==> src/rtl/i2c_reg_bridge_burst.sv <==
// I2C-slave byte stream to register-bus bridge: configurable address/data width,
// burst auto-increment, current-address reads, read-data timeout and error pulse.
module i2c_reg_bridge_burst #(
  parameter int unsigned ADDR_BYTES = 2,
  parameter int unsigned DATA_BYTES = 4,
  parameter int unsigned AUTO_INC   = 1,
  parameter int unsigned ADDR_STEP  = 4,
  parameter int unsigned RD_TIMEOUT = 255
) (
  input  logic                    clk,
  input  logic                    rst_n,
  input  logic [7:0]              rx_data,
  input  logic                    rx_valid,
  input  logic                    tx_req,
  output logic [7:0]              tx_data,
  input  logic                    sr_start,
  input  logic                    inframe,
  input  logic                    addr_match,
  input  logic                    rw_bit,
  output logic [8*ADDR_BYTES-1:0] addr,
  output logic                    wr_en,
  output logic                    rd_en,
  output logic [8*DATA_BYTES-1:0] wdata,
  input  logic [8*DATA_BYTES-1:0] rdata,
  input  logic                    rd_valid,
  output logic                    err
);
  localparam int unsigned AW = 8 * ADDR_BYTES;
  localparam int unsigned DW = 8 * DATA_BYTES;
  localparam int unsigned TW = (RD_TIMEOUT > 1) ? $clog2(RD_TIMEOUT) : 1;
  localparam logic [2:0]    ALAST = 3'(ADDR_BYTES - 1);
  localparam logic [2:0]    DLAST = 3'(DATA_BYTES - 1);
  localparam logic [TW-1:0] TLAST = TW'(RD_TIMEOUT - 1);
  localparam logic [AW-1:0] INC   = (AUTO_INC != 0) ? AW'(ADDR_STEP) : '0;

  typedef enum logic [2:0] {
    IDLE, DEV, ADDR, WDATA, WCMD, RREQ, RWAIT, RDATA
  } state_t;

  state_t        state;
  logic [2:0]    cnt;
  logic [TW-1:0] tcnt;
  logic [DW-1:0] rbuf;
  logic          sr_pend;
  logic          word_done;

  assign word_done = rx_valid && (cnt == DLAST);

  always_ff @(posedge clk or negedge rst_n) begin
    if (!rst_n) begin
      state   <= IDLE;
      cnt     <= '0;
      tcnt    <= '0;
      rbuf    <= '0;
      sr_pend <= 1'b0;
      addr    <= '0;
      wdata   <= '0;
      wr_en   <= 1'b0;
      rd_en   <= 1'b0;
      err     <= 1'b0;
    end else begin
      wr_en <= 1'b0;
      rd_en <= 1'b0;
      err   <= 1'b0;
      if (!inframe) begin
        state   <= IDLE;
        sr_pend <= 1'b0;
      end else begin
        unique case (state)
          IDLE: state <= DEV;
          DEV: if (addr_match) begin
            cnt <= '0;
            if (rw_bit) begin
              state <= RREQ;
              rd_en <= 1'b1;
            end else begin
              state <= ADDR;
            end
          end
          ADDR: if (rx_valid) begin
            addr <= (addr << 8) | AW'(rx_data);
            if (cnt == ALAST) begin
              cnt   <= '0;
              state <= WDATA;
            end else begin
              cnt <= cnt + 3'd1;
            end
          end
          WDATA: begin
            if (rx_valid) begin
              wdata <= (wdata << 8) | DW'(rx_data);
              cnt   <= cnt + 3'd1;
            end
            // A completing byte wins over sr_start; the restart is replayed after WCMD.
            if (word_done) begin
              state   <= WCMD;
              wr_en   <= 1'b1;
              sr_pend <= sr_start;
            end else if (sr_start) begin
              state <= DEV;
              err   <= rx_valid || (cnt != 3'd0);
            end
          end
          WCMD: begin
            addr    <= addr + INC;
            cnt     <= '0;
            sr_pend <= 1'b0;
            state   <= (sr_pend || sr_start) ? DEV : WDATA;
          end
          RREQ: begin
            tcnt  <= '0;
            state <= RWAIT;
          end
          RWAIT: begin
            if (rd_valid) begin
              rbuf  <= rdata;
              cnt   <= '0;
              state <= RDATA;
            end else if (tcnt == TLAST) begin
              rbuf  <= '1;
              err   <= 1'b1;
              cnt   <= '0;
              state <= RDATA;
            end else begin
              tcnt <= tcnt + TW'(1);
            end
          end
          RDATA: if (tx_req) begin
            // Buffer shifts up so the byte being offered is always the top one.
            rbuf <= rbuf << 8;
            if (cnt == DLAST) begin
              addr  <= addr + INC;
              state <= RREQ;
              rd_en <= 1'b1;
            end else begin
              cnt <= cnt + 3'd1;
            end
          end
          default: state <= IDLE;
        endcase
      end
    end
  end

  always_comb begin
    tx_data = '0;
    if (state == RWAIT) tx_data = 8'hFF;
    else if (state == RDATA) tx_data = rbuf[DW-1 -: 8];
  end
endmodule

==> config.mk <==
export PLATFORM = sky130hd
export DESIGN_NAME = i2c_reg_bridge_burst
export DESIGN_NICKNAME = d
export VERILOG_FILES = /design/src/rtl/i2c_reg_bridge_burst.sv
export SDC_FILE = /design/constraint.sdc
export NUM_CORES = 1
export LEC_CHECK = 0
export BUFFER_PORTS_ARGS = -buffer_cell sky130_fd_sc_hd__buf_2
export CAP_MARGIN = 20
export CORE_MARGIN = 2
export CORE_UTILIZATION = 50
export DETAILED_ROUTE_END_ITERATION = 10
export GPL_TIMING_DRIVEN = 1
export PLACE_DENSITY = 0.88
export SLEW_MARGIN = 20
export SYNTH_ARGS = -nofsm -noshare
export SYNTH_HDL_FRONTEND = slang
export SYNTH_SLANG_ARGS = --single-unit
==> constraint.sdc <==
create_clock -name clk -period 2 [get_ports clk]
set_input_delay 0.5 -clock clk [delete_from_list [all_inputs] [get_ports clk]]
set_output_delay 0.5 -clock clk [all_outputs]
set_load 0.01 [all_outputs]
* Yosys cells after proc, flatten, opt, wreduce, memory -nomap -nowiden
Index checks and enable logic that the tools add are counted.
** Storage, ports and cells
- Bits in registers :: 98
- Input port bits :: 49
- Output and inout port bits :: 59
** Operators by class
- $add $sub $neg :: 3
- Eq/ne operators :: 28
- Multiplexer cells :: 53
- Bitwise gates (word level) :: 2
- Reduce and logical (&&, ||, !) cells :: 16
** Operators by type and width (number)
- two-way mux 32 bit :: 3
- case mux 32 bit (2 select lines) :: 1
- two-way mux 3 bit :: 19
- two-way mux 16 bit :: 3
- case mux 16 bit (3 select lines) :: 1
- two-way mux 8 bit :: 4
- bitwise OR 32 x 8 -> 32 bit :: 1
- case mux 3 bit (8 select lines) :: 1
- inequality test 3 bit, second input constant :: 7
- case mux 3 bit (6 select lines) :: 1
- adder 16 x 3 -> 16 bit, second input constant :: 1
- inequality test 2 bit, second input constant :: 8
- bitwise OR 16 x 8 -> 16 bit :: 1
- case mux 8 bit (2 select lines) :: 1
- two-way mux 1 bit :: 15
- == test 3 bit, second input constant :: 4
- == test 3 x 2 -> 1 bit, second input constant :: 3
- adder 8 x 1 -> 8 bit, second input constant :: 1
- == test 8 bit, second input constant :: 1
- inequality test 4 bit, second input constant :: 2
- AND reduction 4 bit :: 2
- AND reduction 8 bit :: 1
- AND reduction 7 bit :: 1
- == test 3 x 1 -> 1 bit, second input constant :: 2
- other kinds (13) :: 18

* Depth between registers and ports, before layout
- Depth in word-level cells :: 6
- Gate-level depth with buffers :: 7

* Worst setup path before layout
OpenSTA, ideal clock, no wires.
- Path kind :: register to register
- From :: register tcnt[0]
- To :: register rbuf[10]
- Arrival time :: 1.836 ns
- Required time :: 1.875 ns
- Slack :: 0.039 ns
- Stages on the path, launching flop included :: 8
- Period minus slack after synthesis :: 1.961 ns
- Cells stage by stage :: dfrtp_1 > inv_1 > ha_1 > and3_1 > a21oi_2 > a2111oi_4 > buf_6 > mux2_4
** Between the ends
- Word-level cells in the longest chain between the ends :: 3
** Ends and longest elaborated chain
- from (decl) :: line 42 : logic [TW-1:0] tcnt;
- from (signal assigned) :: line 125 : tcnt <= tcnt + TW'(1);
- == test 8 bit :: line 119 : end else if (tcnt == TLAST) begin
- inequality test 3 bit (no line)
- AND reduction 4 bit (no line)
- to (signal assigned) :: line 116 : rbuf <= rdata;
- to (signal assigned) :: line 130 : rbuf <= rbuf << 8;
- to (decl) :: line 43 : logic [DW-1:0] rbuf;
Every way passes these cells.
A chain may end at the register's enable or synchronous reset.

* Worst setup path in the final report
- From :: register tcnt[0]
- To :: register rbuf[22]
Same word-level chain as after synthesis.

==> results.ini <==
[die]
initial_core_util_pct = 51.2
die_w_um = 107
die-height_um = 107
std_cell_rows = 37
core_um2 = 10300
pin_count = 108
dieArea_um2 = 11400

[routing]
dr.pass1.iters = 5
routed_wl_um = 13400
viasPerCell = 5.95
drtIter0Drc = 405
vias = 4613
ant_nets = 0
drc_errors = 0
wl_per_cell_um = 17.3

[clock_network]
clkLatencyLatePin_ps = 370
htreeDepth = 3
path_clk_slew_ps = 110
cts_max_path_buffers = 2
cts_root_buf = clkbuf_8
numCtsBuffers = 9
clock_sinks = 98
tritoncts = done

[synthesis]
synth_top_area_share_pct = 46.6
synthArstFlopShare_pct = 100
ys_warn_count = 0
synth_enable_flop_cells = 0
synthesis.nets = 562
postSynthCellCount = 506
yosysMostFrequentCell = dfrtp_1
synth_common_cells = dfrtp_1, o21ai_0, inv_1
syn_area_um2 = 5260
ys_types = 62
synth_flop_cell = dfrtp_1
seq_area_frac_synth_pct = 46.6
synthTopCellsByArea = dfrtp_1, mux2_2, o21ai_0, mux2i_1, mux2_4
yosys.area.top_type = dfrtp_1
syn_area_per_cell_um2 = 10.4
ys_ff_latch = 98

[worst_setup_path]
reg2reg_to = rbuf[22]
cp-start-kind = register
r2r_cells = 8
crit_type = reg -> reg
worst-path-max-fanout = 7
r2r_start = tcnt[0]
r2r_setup_slack_ps = -50
arrival_ps = 2310
crit_required_ps = 2260
end_kind = register

[timing]
hold_viol = 0
fin_setup_tns_ps = -576
whs_ps = 72.6
maxSlewHeadroom_pct = 64.6
post-route-period-util_pct = 103
fmax_mhz = 487
fin_skew_ps = 7.60
worstMarginPinSlew_ps = 527
finalSetupViolCount = 16
rsz0062_at_grt = yes
drv_slew = 0
finalWorstSetupSlack_ps = -51.7
period_needed_ps = 2050

[global_routing]
grt_max_degree = 57
grt_pass1_wl_um = 21300
grt_pass1_vias = 4364
antenna_found_initial = 0
grt_util_all_layers_pct = 23.1
globalRouteOverflowTotal = 0

[finish]
num_antenna_cells = 0
stdcell_area_um2 = 6480
syn_to_final_growth_pct = 23.3
drive_gt1_share_pct = 36.3
final_core_utilization_pct = 63.1
fin_nets = 690

[power]
power_density_nw_per_um2 = 1160
peakVddDrop_v = 0.000776
p_leak_nw = 3.08

[placement]
port_buffers = 107
place_hpwl_um = 9240
gp_congestion = 0.910
dpl-instance-area_um2 = 6130
preCtsSetupSlack_ps = 21.2

[status]
outcome = finished, violations left
violations = setup timing

[hold_path]
hp-class = in -> async

[job]
cap_viol_max_count = 0

==> routing by layer <==
layer | GRT usage (%) | wire length (um) | share of wire, %
met2 | 39.0 | 6780 | 50
met1 | 30.8 | 5390 | 40
met5 | 0 | 0 | 0
met4 | 6.12 | 261 | 1.9
met3 | 4.41 | 1000 | 7.5
==> worst max-delay path by stage <==
stage	from	endpoint	slack (ps)	cells past startpoint
4_1_cts	tcnt[0]	rbuf[8]	10	7
3_3_place_gp	tcnt[0]	rbuf[8]	80	7
2_1_floorplan	tcnt[0]	rbuf[10]	40	7
6_report	tcnt[0]	rbuf[22]	-50	8
5_1_grt	tcnt[0]	rbuf[19]	-110	8
3_5_place_dp	tcnt[0]	rbuf[8]	20	7
==> metrics by stage <==
| step | total power, mW | cells |
|---|---|---|
| final | 7.54 | 775 |
| after global routing | 8.01 | 775 |
| after CTS | 7.46 | 766 |
| after detailed placement | 6.15 | 750 |
| after global placement | 5.99 | 750 |
| after floorplan | 4.96 | 506 |
==> sequential cells by signal (all words and copies together), names as in the netlist <==
signal,cells
addr,16
cnt,3
err,1
rbuf,32
rd_en,1
sr_pend,1
state,3
tcnt,8
wdata,32
wr_en,1
==> final cells by class <==
| class | instances | area [um^2] |
|---|---|---|
| Fill cell | 814 | 3790 |
| Multi-Input combinational cell | 332 | 2510 |
| Sequential cell | 98 | 2450 |
| Timing Repair Buffer | 154 | 1000 |
| Tap cell | 136 | 170 |
| Inverter | 39 | 146 |
| Clock buffer | 9 | 124 |
| Clock inverter | 7 | 76.3 |
==> cells in the final DEF, fill, tap and decap left out, types with 2 or more instances in the layout <==
cell type | synthesis | final
or2_2 | 2 | 2
a22oi_1 | 2 | 2
mux2_4 | 14 | 16
mux2i_1 | 22 | 22
a2bb2oi_1 | 5 | 5
o21ai_0 | 58 | 58
or3_1 | 3 | 3
nand4_1 | 12 | 12
o21bai_1 | 2 | 2
clkinv_4 | 0 | 2
inv_8 | 0 | 3
a31oi_1 | 14 | 14
buf_6 | 3 | 2
inv_1 | 39 | 39
and2_1 | 2 | 2
nor3_1 | 3 | 3
a211o_1 | 2 | 2
buf_4 | 3 | 38
o22ai_1 | 4 | 4
nor2_1 | 5 | 5
nand2b_1 | 7 | 7
buf_12 | 0 | 5
o221ai_1 | 4 | 4
dfrtp_1 | 98 | 98
o2111a_1 | 2 | 2
o211ai_1 | 7 | 7
nand2_1 | 21 | 21
nand3_1 | 20 | 20
mux2_2 | 34 | 32
and4_1 | 4 | 4
clkbuf_8 | 0 | 9
nand3b_1 | 10 | 10
ha_1 | 7 | 6
clkbuf_16 | 0 | 2
nor4_1 | 2 | 2
a21oi_1 | 28 | 28
and3_1 | 4 | 3
a211oi_1 | 5 | 5
buf_2 | 12 | 106
==> where the power goes <==
group	total, mW	internal, mW	switching [mW]
combinational	3.09	1.43	1.65
clock	1.30	0.505	0.800
sequential	3.15	2.62	0.531
==> timing repair <==
item	in CTS	in global routing
hold buffers	0	0
setup endpoints to repair	5	24
buffers inserted	0	6
cloned	0	3
gates resized for setup	2	12
pin swaps	0	2
==> critical path: stages, from the launching register on <==
cell and delay (ps):
dfrtp_1 400, inv_1 70, ha_2 190, and3_4 210, a21oi_4 60, a2111oi_4 350, buf_6 180, clkbuf_16 170
mux2_4 310
==> cell families after synthesis <==
| kind of cell | count (synthesis) | synth area share [%] |
|---|---|---|
| compound gates | 146 | 17.6 |
| simple gates | 107 | 11.9 |
| flops | 98 | 46.6 |
| buf+inv | 76 | 6.35 |
| mux | 70 | 15.5 |
| fa+ha+maj | 7 | 1.67 |
| xor+xnor | 2 | 0.333 |
Power figures use the tool's default switching activity.
